$ cat config.mk
export PLATFORM = sky130hd
export DESIGN_NAME = pipeline_hazard_ctrl
export DESIGN_NICKNAME = d
export VERILOG_FILES = /design/src/rtl/pipeline_hazard_ctrl.sv
export SDC_FILE = /design/constraint.sdc
export NUM_CORES = 1
export LEC_CHECK = 0
export BUFFER_PORTS_ARGS = -buffer_cell sky130_fd_sc_hd__clkbuf_2
export CAP_MARGIN = 5
export CORE_MARGIN = 1
export CORE_UTILIZATION = 50
export CTS_BUF_LIST = sky130_fd_sc_hd__clkbuf_2
export DETAILED_ROUTE_END_ITERATION = 8
export PLACE_DENSITY = 0.74
export SLEW_MARGIN = 10
export SYNTH_ARGS = -nofsm -noshare
export SYNTH_HDL_FRONTEND = slang
export SYNTH_SLANG_ARGS = --single-unit
$ cat constraint.sdc
create_clock -name clk -period 9.9 [get_ports clk]
set_clock_uncertainty 0.2 [all_clocks]
set_input_delay 2.97 -clock clk [delete_from_list [all_inputs] [get_ports clk]]
set_output_delay 2.97 -clock clk [all_outputs]
set_load 0.02 [all_outputs]
$ cat src/rtl/pipeline_hazard_ctrl.sv
// pipeline_hazard_ctrl: hazard and sequencing control for the 5-stage core.
// Tracks EX/MEM/WB destinations and drives the PC, IF/ID and ID/EX enables
// and flushes, plus EX operand-forwarding selects.
// Optional macro PIPELINE_FORWARDING_EN: enables forwarding, so only load-use
// stalls; without it, any in-flight RAW stalls and forwarding is tied to 00.
module pipeline_hazard_ctrl (
  input  logic       clk,
  input  logic       rst,
  input  logic       id_valid,
  input  logic [4:0] id_rs1_addr,
  input  logic [4:0] id_rs2_addr,
  input  logic       id_uses_rs1,
  input  logic       id_uses_rs2,
  input  logic [4:0] id_rd_addr,
  input  logic       id_writes_rd,
  input  logic       id_is_load,
  input  logic       ex_redirect,
  input  logic       mem_stall_req,
  output logic       pc_en,
  output logic       if_id_en,
  output logic       if_id_flush,
  output logic       id_ex_en,
  output logic       id_ex_flush,
  output logic [1:0] fwd_rs1_sel,
  output logic [1:0] fwd_rs2_sel,
  output logic       hazard_stall
);

  typedef enum logic [1:0] {MODE_RUN, MODE_STALL, MODE_REDIRECT, MODE_FREEZE} mode_e;

  logic       ex_valid_q, ex_valid_d, ex_wr_q, ex_wr_d, ex_load_q, ex_load_d;
  logic [4:0] ex_rd_q, ex_rd_d, ex_rs1_q, ex_rs1_d, ex_rs2_q, ex_rs2_d;
  logic       ex_use1_q, ex_use1_d, ex_use2_q, ex_use2_d;
  logic       mem_valid_q, mem_valid_d, mem_wr_q, mem_wr_d, mem_load_q, mem_load_d;
  logic [4:0] mem_rd_q, mem_rd_d;
  logic       wb_valid_q, wb_valid_d, wb_wr_q, wb_wr_d;
  logic [4:0] wb_rd_q, wb_rd_d;

  logic       ex_hz, mem_hz, wb_hz, raw_hit;
  mode_e      mode;

  function automatic logic src_hit(input logic slot_hz, input logic [4:0] slot_rd,
                                   input logic uses, input logic [4:0] src);
    return slot_hz & uses & (slot_rd == src);
  endfunction

  // Slot qualification (x0 and bubbles never hazard) and per-cycle priority
  always_comb begin
    ex_hz  = ex_valid_q  & ex_wr_q  & (ex_rd_q  != '0);
    mem_hz = mem_valid_q & mem_wr_q & (mem_rd_q != '0);
    wb_hz  = wb_valid_q  & wb_wr_q  & (wb_rd_q  != '0);
`ifdef PIPELINE_FORWARDING_EN
    raw_hit = ex_load_q & (src_hit(ex_hz, ex_rd_q, id_uses_rs1, id_rs1_addr) |
                           src_hit(ex_hz, ex_rd_q, id_uses_rs2, id_rs2_addr));
`else
    // Regfile has no write-through, so WB still blocks an ID read
    raw_hit = src_hit(ex_hz,  ex_rd_q,  id_uses_rs1, id_rs1_addr) |
              src_hit(ex_hz,  ex_rd_q,  id_uses_rs2, id_rs2_addr) |
              src_hit(mem_hz, mem_rd_q, id_uses_rs1, id_rs1_addr) |
              src_hit(mem_hz, mem_rd_q, id_uses_rs2, id_rs2_addr) |
              src_hit(wb_hz,  wb_rd_q,  id_uses_rs1, id_rs1_addr) |
              src_hit(wb_hz,  wb_rd_q,  id_uses_rs2, id_rs2_addr);
`endif
    if (mem_stall_req)          mode = MODE_FREEZE;
    else if (ex_redirect)       mode = MODE_REDIRECT;
    else if (id_valid && raw_hit) mode = MODE_STALL;
    else                        mode = MODE_RUN;
  end

  // Tracker next state: hold on freeze, otherwise shift; EX takes ID only in RUN
  always_comb begin
    wb_valid_d  = mem_valid_q;
    wb_wr_d     = mem_wr_q;
    wb_rd_d     = mem_rd_q;
    mem_valid_d = ex_valid_q;
    mem_wr_d    = ex_wr_q;
    mem_rd_d    = ex_rd_q;
    mem_load_d  = ex_load_q;
    ex_valid_d  = 1'b0;
    ex_wr_d     = 1'b0;
    ex_rd_d     = '0;
    ex_load_d   = 1'b0;
    ex_rs1_d    = '0;
    ex_rs2_d    = '0;
    ex_use1_d   = 1'b0;
    ex_use2_d   = 1'b0;
    case (mode)
      MODE_FREEZE: begin
        wb_valid_d  = wb_valid_q;
        wb_wr_d     = wb_wr_q;
        wb_rd_d     = wb_rd_q;
        mem_valid_d = mem_valid_q;
        mem_wr_d    = mem_wr_q;
        mem_rd_d    = mem_rd_q;
        mem_load_d  = mem_load_q;
        ex_valid_d  = ex_valid_q;
        ex_wr_d     = ex_wr_q;
        ex_rd_d     = ex_rd_q;
        ex_load_d   = ex_load_q;
        ex_rs1_d    = ex_rs1_q;
        ex_rs2_d    = ex_rs2_q;
        ex_use1_d   = ex_use1_q;
        ex_use2_d   = ex_use2_q;
      end
      MODE_RUN: begin
        ex_valid_d = id_valid;
        ex_wr_d    = id_writes_rd;
        ex_rd_d    = id_rd_addr;
        ex_load_d  = id_is_load;
        ex_rs1_d   = id_rs1_addr;
        ex_rs2_d   = id_rs2_addr;
        ex_use1_d  = id_uses_rs1;
        ex_use2_d  = id_uses_rs2;
      end
      default: ;
    endcase
  end

  // Tracker registers; reset only needs to clear the valid bits
  always_ff @(posedge clk) begin
    ex_wr_q    <= ex_wr_d;
    ex_rd_q    <= ex_rd_d;
    ex_load_q  <= ex_load_d;
    ex_rs1_q   <= ex_rs1_d;
    ex_rs2_q   <= ex_rs2_d;
    ex_use1_q  <= ex_use1_d;
    ex_use2_q  <= ex_use2_d;
    mem_wr_q   <= mem_wr_d;
    mem_rd_q   <= mem_rd_d;
    mem_load_q <= mem_load_d;
    wb_wr_q    <= wb_wr_d;
    wb_rd_q    <= wb_rd_d;
    if (rst) begin
      ex_valid_q  <= 1'b0;
      mem_valid_q <= 1'b0;
      wb_valid_q  <= 1'b0;
    end else begin
      ex_valid_q  <= ex_valid_d;
      mem_valid_q <= mem_valid_d;
      wb_valid_q  <= wb_valid_d;
    end
  end

`ifndef PIPELINE_FORWARDING_EN
  logic unused_fwd_state;
  assign unused_fwd_state = ^{ex_load_q, ex_rs1_q, ex_rs2_q, ex_use1_q, ex_use2_q, mem_load_q};
`endif

  // Pipeline controls and forwarding selects; reset overrides everything
  always_comb begin
    pc_en        = 1'b1;
    if_id_en     = 1'b1;
    if_id_flush  = 1'b0;
    id_ex_en     = 1'b1;
    id_ex_flush  = 1'b0;
    hazard_stall = 1'b0;
    case (mode)
      MODE_FREEZE: begin
        pc_en    = 1'b0;
        if_id_en = 1'b0;
        id_ex_en = 1'b0;
      end
      MODE_REDIRECT: begin
        if_id_flush = 1'b1;
        id_ex_flush = 1'b1;
      end
      MODE_STALL: begin
        pc_en        = 1'b0;
        if_id_en     = 1'b0;
        id_ex_flush  = 1'b1;
        hazard_stall = 1'b1;
      end
      default: ;
    endcase
    fwd_rs1_sel = 2'b00;
    fwd_rs2_sel = 2'b00;
`ifdef PIPELINE_FORWARDING_EN
    // Load data is not yet available in MEM, so only WB may forward a load
    if (ex_valid_q && src_hit(mem_hz & ~mem_load_q, mem_rd_q, ex_use1_q, ex_rs1_q))
      fwd_rs1_sel = 2'b01;
    else if (ex_valid_q && src_hit(wb_hz, wb_rd_q, ex_use1_q, ex_rs1_q))
      fwd_rs1_sel = 2'b10;
    if (ex_valid_q && src_hit(mem_hz & ~mem_load_q, mem_rd_q, ex_use2_q, ex_rs2_q))
      fwd_rs2_sel = 2'b01;
    else if (ex_valid_q && src_hit(wb_hz, wb_rd_q, ex_use2_q, ex_rs2_q))
      fwd_rs2_sel = 2'b10;
`endif
    if (rst) begin
      pc_en        = 1'b0;
      if_id_en     = 1'b0;
      if_id_flush  = 1'b1;
      id_ex_en     = 1'b1;
      id_ex_flush  = 1'b1;
      hazard_stall = 1'b0;
      fwd_rs1_sel  = 2'b00;
      fwd_rs2_sel  = 2'b00;
    end
  end

endmodule

Word-level counts from Yosys, hierarchy flattened. Cells that the tools add are included.

Input bits: 24. Logic and storage cells: 64. Bits in registers: 21.

Mux-type cells: 16. Bitwise gates (word level): 23. Equality and inequality tests: 9. Reduce and logical (&&, ||, !) cells: 7.

Operators with widths (count): == test 5 bit (6); bitwise AND 1 bit (18); nonzero test 5 bit (3); two-way mux 1 bit (11); one-hot mux 5 bit (2 select lines) (1); bitwise OR 1 bit (5); == test 2 bit (second input constant) (2); two-way mux 2 bit (2); one-hot mux 1 bit (2 select lines) (2); OR reduction 2 bit (2); == test 2 x 1 -> 1 bit (second input constant) (1); zero test 2 bit (1); logical AND 1 bit (1).

Depth between registers and ports, before layout. Gate-level depths: netlist (run 1).

Depth in word-level cells: 17. Gate-level depth with buffers: 10.

Worst setup path after synthesis (run 1). No wires, ideal clock.

Kind: input-to-output. From: in id_rs2_addr[0]. To: out id_ex_flush. Arrival: 4.321 ns. Setup slack: 2.409 ns. Stages on the path: 7. Path through: xnor2_1 nand4_1 o22ai_1 o2111ai_1 a31oi_1 ha_1 or2_2.

Word-level cells in the longest chain between the ends: 15. Elaborated cells on any way between the ends: 20. Classes of those cells: 5 x eq/ne; 5 x mux; 8 x bitwise; 2 x reduce/logical.

Ends and longest elaborated chain: start, declared (RTL line 11) `input logic [4:0] id_rs2_addr,`; == test 5 bit (RTL line 44) `return slot_hz & uses & (slot_rd == src);`; bitwise AND 1 bit (RTL line 44); bitwise OR 1 bit (RTL line 57) `raw_hit = src_hit(ex_hz, ex_rd_q, id_uses_rs1, id_rs1_addr) |`; bitwise OR 1 bit (RTL line 58) `src_hit(ex_hz, ex_rd_q, id_uses_rs2, id_rs2_addr) |`; bitwise OR 1 bit (RTL line 59) `src_hit(mem_hz, mem_rd_q, id_uses_rs1, id_rs1_addr) |`; bitwise OR 1 bit (RTL line 60) `src_hit(mem_hz, mem_rd_q, id_uses_rs2, id_rs2_addr) |`; bitwise OR 1 bit * (RTL line 61) `src_hit(wb_hz, wb_rd_q, id_uses_rs1, id_rs1_addr) |`; logical AND 1 bit * (RTL line 66) `else if (id_valid && raw_hit) mode = MODE_STALL;`; two-way mux 1 bit * (RTL line 66); two-way mux 2 bit * (RTL line 65) `else if (ex_redirect) mode = MODE_REDIRECT;`; two-way mux 2 bit * (RTL line 64) `if (mem_stall_req) mode = MODE_FREEZE;`; == test 2 x 1 -> 1 bit or == test 2 bit (tied branches) (RTL line 157) `case (mode)`; OR reduction 2 bit (no line) *; two-way mux 1 bit * (RTL line 157); two-way mux 1 bit * (RTL line 188) `if (rst) begin`; end, declared (RTL line 23) `output logic id_ex_flush,`.

Every way passes the cells marked *; elsewhere a longest branch is shown, timed or not.

Final worst setup path (run 1).
From: in id_rs2_addr[4]. To: out id_ex_flush.

The elaborated chain is that of the path after synthesis.

==> out/qor.txt, run 1 <==
CP Launch Type - primary input
CP required - 6730 ps
Worst-Skew Late Latency - 300 ps
Std-Cell Rows - 17
top post-synthesis cells by area - edfxtp_1 (43%), xnor2_1 (21%), dfxtp_1 (4.8%), and2_1 (3.0%), buf_4 (3.0%)
Seq/Total Area, Yosys - 0.4795
Synth Area per Inst - 11.28 um^2
Ant. Diodes - 0
post-DP HPWL - 1.787 mm
placer congestion estimate - 0.9293
post-route cell area - 0.001418 mm^2
setup total negative slack - 0 ps
CP Class - in -> out
FF+latch count, synth - 21
synth cell count leaders - xnor2_1 (30), edfxtp_1 (18), and2_1 (6), nand2_1 (6), nand4_1 (6)
worst path cell trace - clkbuf_2, xnor2_1, nand4_1, o22ai_1, o2111ai_1, a31oi_1, ha_1, or2_2, clkbuf_2
via count - 872
Hold Violations, Final - 0
final routed DRC violation total - 0
Overflow after GRT - 0
Tmin final - 7934 ps
area fraction of the dominant cell type after synthesis - 0.4316
Hold Crit Start - ex_wr_q$_DFFE_PP_
post-synthesis cell count - 111
Top delay family on crit path - compound AO/OA/AOI/OAI gates
share of layout cells above drive strength 1 - 0.2500
die footprint - 0.002709 mm^2
RSZ-0062 raised after global routing - no
Crit Path Max Fanout - 3
Die X - 52.05 um
# IOs - 34
initial DRC count - 14
Top FF cell, synth - edfxtp_1
post-route antenna net violation count - 0
clk slew on worst S/H paths - 170 ps
Slew headroom - 0.5592
Tot GR Track Use - 0.1748
# Max-Cap Violations - 0
Area Growth Syn to Fin - 13.19%
Worst IR Drop VDD - 88.93 uV
Die H - 52.05 um
CTS tree - yes
Hold Buf Count CTS - 0
Post-CTS Resized - 0
max frequency - 126.0 MHz
Num Clock Sinks - 21
area of the multi-input gates - 610.6 um^2
crit path launch - id_rs2_addr[4]
Buf/Inv on CP - 2
number of global-route vias before repair - 787
first-pass GRT wire length - 3.332 mm
R2R Path Start - mem_rd_q[0]$_DFFE_PP_
DRT Wirelength - 2.122 mm
post-DR vias/cell - 5.190
Net count, final - 168
DRT Pass-1 Iters - 4
CP Capture Type - output pin
CP arrival - 4760 ps
fin crit share - 0.8014
initial antenna violation count - 0
fin. max-slew vios - 0
number of synthesized flops with an enable pin - 18
largest net degree at the start of global routing - 20
clk root buf - clkbuf_2
Cell Area, Placed - 0.001398 mm^2
Final Power - 0.1921 mW
total CTS buffers - 3
most frequent CP cell - clkbuf_2
DP Worst Slack - 1972 ps
register area - 600.6 um^2
CTS HTree Levels - 1
Synth cell types - 28
status - complete, no violations
Core Area - 0.002276 mm^2
worst slew pin tran - 660.4 ps
PD cells - 135.5 mW/mm^2
area leader, netlist - edfxtp_1
# port buffers - 28
routed wire length per instance - 12.63 um
Post-CTS Setup Inserts - 0
post-route setup slack - 1966 ps
min-delay worst type - reg -> reg
Fillers - 185
Max clock buf depth - 2
top-count cell post-synth - xnor2_1
Synth Cell Area - 0.001252 mm^2
initial core utilization - 0.5503
Yosys warnings - 0
Max stage delay on crit path - 280 ps
Synth async-reset ratio - 0
P_leak - 0.5555 nW
slowest cell on the critical path - a31oi_1
Setup-failing EPs final - 0
Final Util - 0.6229
-- worst paths after layout --
kind                        endpoint  slack (ps)  cells past startpoint
max reg2reg  ex_valid_q$_SDFFE_PP0P_        6870                      9
min reg2reg       mem_wr_q$_DFFE_PP_         280                      0
min               mem_wr_q$_DFFE_PP_         280                      0
max                      id_ex_flush        1970                      9
-- registers in the layout, indices dropped and copies added (netlist names) --
| signal | flops |
|---|---|
| ex_wr_q | 1 |
| mem_wr_q | 1 |
| wb_valid_q | 1 |
| mem_valid_q | 1 |
| wb_wr_q | 1 |
| ex_rd_q | 5 |
| wb_rd_q | 5 |
| mem_rd_q | 5 |
| ex_valid_q | 1 |
-- per-layer routing --
layer | GRT usage | up-vias | routed length (um)
met5 | 0 | - | 0
met4 | 0.09459 | 0 | 40
met3 | 0.02632 | 6 | 112
met2 | 0.2778 | 35 | 982
met1 | 0.2266 | 387 | 988
li1 | - | 444 | -
-- layout by cell type, fill, tap and decap left out, drive strengths merged, types with 2 or more instances in the layout --
master and n:
nor2b 2, nand4 6, a31o 2, o22ai 3, o311a 2, conb 4
nand2 6, clkbuf 32, and2 6, xnor2 30, dfxtp 3, mux2i 2
inv 3, nor2 5, edfxtp 18, or3 2, or2 2, ha 3
-- through the flow --
step                cells  hold WS, ps
global route          168        296.9
floorplan             114        226.7
finish                168        277.2
detailed placement    164        237.3
global placement      164        237.7
CTS                   168        275.8
-- worst register-to-register path, cell delays in order (launching register included) --
cell	delay [ps]
edfxtp_1	480
or3_1	410
o311a_1	310
a22oi_2	250
a31oi_1	150
ha_1	300
inv_1	520
and3_1	260
a21oi_1	40
nor2_1	80
-- area by class of cell --
type / instances / share of cell area
sequential: 21 / 0.4237
tap: 28 / 0.02471
inverter: 3 / 0.007944
timing repair buffer: 28 / 0.09885
clock buffer: 4 / 0.01412
multi-input combinational: 84 / 0.4307
-- kinds of logic after synthesis --
kind of cell               count (synthesis)  share of synthesized area
xor gates and xnor gates                  30                     0.2098
AOI/OAI and AO/OA                         12                    0.07693
buffers and inverters                      9                    0.04196
muxes                                      2                    0.01598
adders and majority gates                  3                    0.02997
and+or+nand+nor                           33                     0.1429
other                                      1                   0.002994
DFF                                       21                     0.4795
-- report_power, final --
part | total, mW | switching, mW | internal [mW] | leakage (nW)
logic | 0.0421 | 0.0204 | 0.0217 | 0.321
clock network | 0.0336 | 0.0229 | 0.0107 | 0.0166
registers | 0.116 | 0.00930 | 0.107 | 0.218
(Power assumes the default switching activity.)
==> inputs of run 2 (changes only) <==
- CORE_UTILIZATION: 50 -> 48
- clock period: 9.9 -> 6.8 ns (I/O delays scaled with it)
==> run 2 against run 1 <==
Power increased by 47%. Die area up 4.0%. Via count is 2.9% higher. Largest cell class unchanged. Critical endpoint unchanged. Sequential cell count is the same. Largest power group unchanged. Global-route usage increased by 1.3 points. First-iteration DRC count grew 50%. Combinational power is 47% higher. Cell count is 1.2% higher. Sequential power is 47% higher.
==> out/qor.txt, run 2 (synthesis results as in run 1) <==
status - complete, no violations
Crit Path Max Fanout - 3
worst hold path stage count - 0
placer congestion estimate - 0.8829
initial antenna violation count - 0
Fillers - 215
setup total negative slack - 0 ps
biggest regs - ex_rd_q: 5 flops, mem_rd_q: 5 flops, wb_rd_q: 5 flops
post-DP HPWL - 1.834 mm
DP Worst Slack - 714.4 ps
CP Capture Type - output pin
Net count, final - 168
worst reg2reg path endpoint - ex_valid_q$_SDFFE_PP0P_
Die X - 53.08 um
first-pass GRT wire length - 3.691 mm
share of layout cells above drive strength 1 - 0.2500
Worst-Skew Late Latency - 310 ps
clk slew on worst S/H paths - 180 ps
initial core utilization - 0.5056
Post-CTS Setup Inserts - 0
post-route cell area - 0.001420 mm^2
Num Clock Sinks - 21
CP Class - in -> out
PD cells - 198.9 mW/mm^2
via count - 897
routed wire length per instance - 13.09 um
WHS Endpoint - wb_wr_q$_DFFE_PP_
total CTS buffers - 3
number of global-route vias before repair - 873
Hold Buf Count CTS - 0
max frequency - 164.5 MHz
P_leak - 0.5555 nW
fin crit share - 0.8938
DRT Pass-1 Iters - 4
Hold Crit Start - mem_wr_q$_DFFE_PP_
CP Launch Type - primary input
commonest non-fill, non-tap cell in the layout - clkbuf_2
CTS tree - yes
Slew headroom - 0.5448
Ant. Diodes - 0
R2R Path Start - mem_rd_q[0]$_DFFE_PP_
Core Area - 0.002477 mm^2
register area - 600.6 um^2
Cell Area, Placed - 0.001400 mm^2
fin. max-slew vios - 0
commonest cells after routing, fill and taps aside - clkbuf_2 (32), xnor2_1 (30), edfxtp_1 (18)
Tmin final - 6078 ps
R2R depth - 9
Hold Violations, Final - 0
initial DRC count - 21
CP required - 4560 ps
# port buffers - 28
min-delay worst type - reg -> reg
Max clock buf depth - 2
Std-Cell Rows - 18
Overflow after GRT - 0
die footprint - 0.002817 mm^2
post-DR vias/cell - 5.276
clk root buf - clkbuf_2
Die H - 53.08 um
CTS HTree Levels - 1
Worst IR Drop VDD - 132.4 uV
Final Util - 0.5732
worst slew pin tran - 682.0 ps
Area Growth Syn to Fin - 13.39%
final routed DRC violation total - 0
Setup-failing EPs final - 0
post-route setup slack - 722.1 ps
# IOs - 34
largest net degree at the start of global routing - 20
r2r setup slk - 3690 ps
Tot GR Track Use - 0.1882
RSZ-0062 raised after global routing - no
CP arrival - 3840 ps
# Max-Cap Violations - 0
hold slack - 298.9 ps
DRT Wirelength - 2.226 mm
post-route antenna net violation count - 0
area of the multi-input gates - 610.6 um^2
Post-CTS Resized - 0
==> run 2: worst max-delay path by stage <==
stage	start	endpoint	slack, ps	cells past startpoint
floorplan	id_rs2_addr[0]	id_ex_flush	1170	7
global placement	id_rs2_addr[4]	id_ex_flush	800	9
detailed placement	id_rs1_addr[0]	id_ex_flush	710	9
CTS	id_rs1_addr[0]	id_ex_flush	710	9
global route	id_rs2_addr[0]	id_ex_flush	570	9
finish	id_rs1_addr[0]	id_ex_flush	720	9
==> run 2: metal layers <==
metal  up-vias  share of wire  global-route usage
li1        446              -                   -
met1       413           0.46              0.2327
met2        30           0.48              0.3017
met3         8          0.036             0.04023
met4         0          0.032              0.1053
met5         -              0                   0
==> run 2: cell type report <==
type | count | share of cell area
multi-input combinational | 84 | 0.4300
timing repair buffer | 28 | 0.09868
inverter | 3 | 0.007930
clock buffer | 4 | 0.01410
sequential | 21 | 0.4229
tap | 30 | 0.02643
==> run 2: metrics by stage <==
stage | power, mW | instances
floorplan | 0.2157 | 114
global placement | 0.2315 | 166
detailed placement | 0.2349 | 166
CTS | 0.2848 | 170
global route | 0.3008 | 170
finish | 0.2824 | 170
==> run 2: critical path, cell delays in order <==
cell and delay [ps]:
clkbuf_2 130, xnor2_1 190, nand4_1 120, o22ai_1 280, a22oi_2 120, a31oi_1 260
ha_1 260, or2_2 280, clkbuf_2 160
==> run 2: power by group <==
part | internal [mW] | total [mW] | leakage [nW] | switching (mW)
Combinational | 0.0316 | 0.0620 | 0.321 | 0.0304
Sequential | 0.156 | 0.170 | 0.218 | 0.0137
Clock | 0.0156 | 0.0507 | 0.0166 | 0.0352
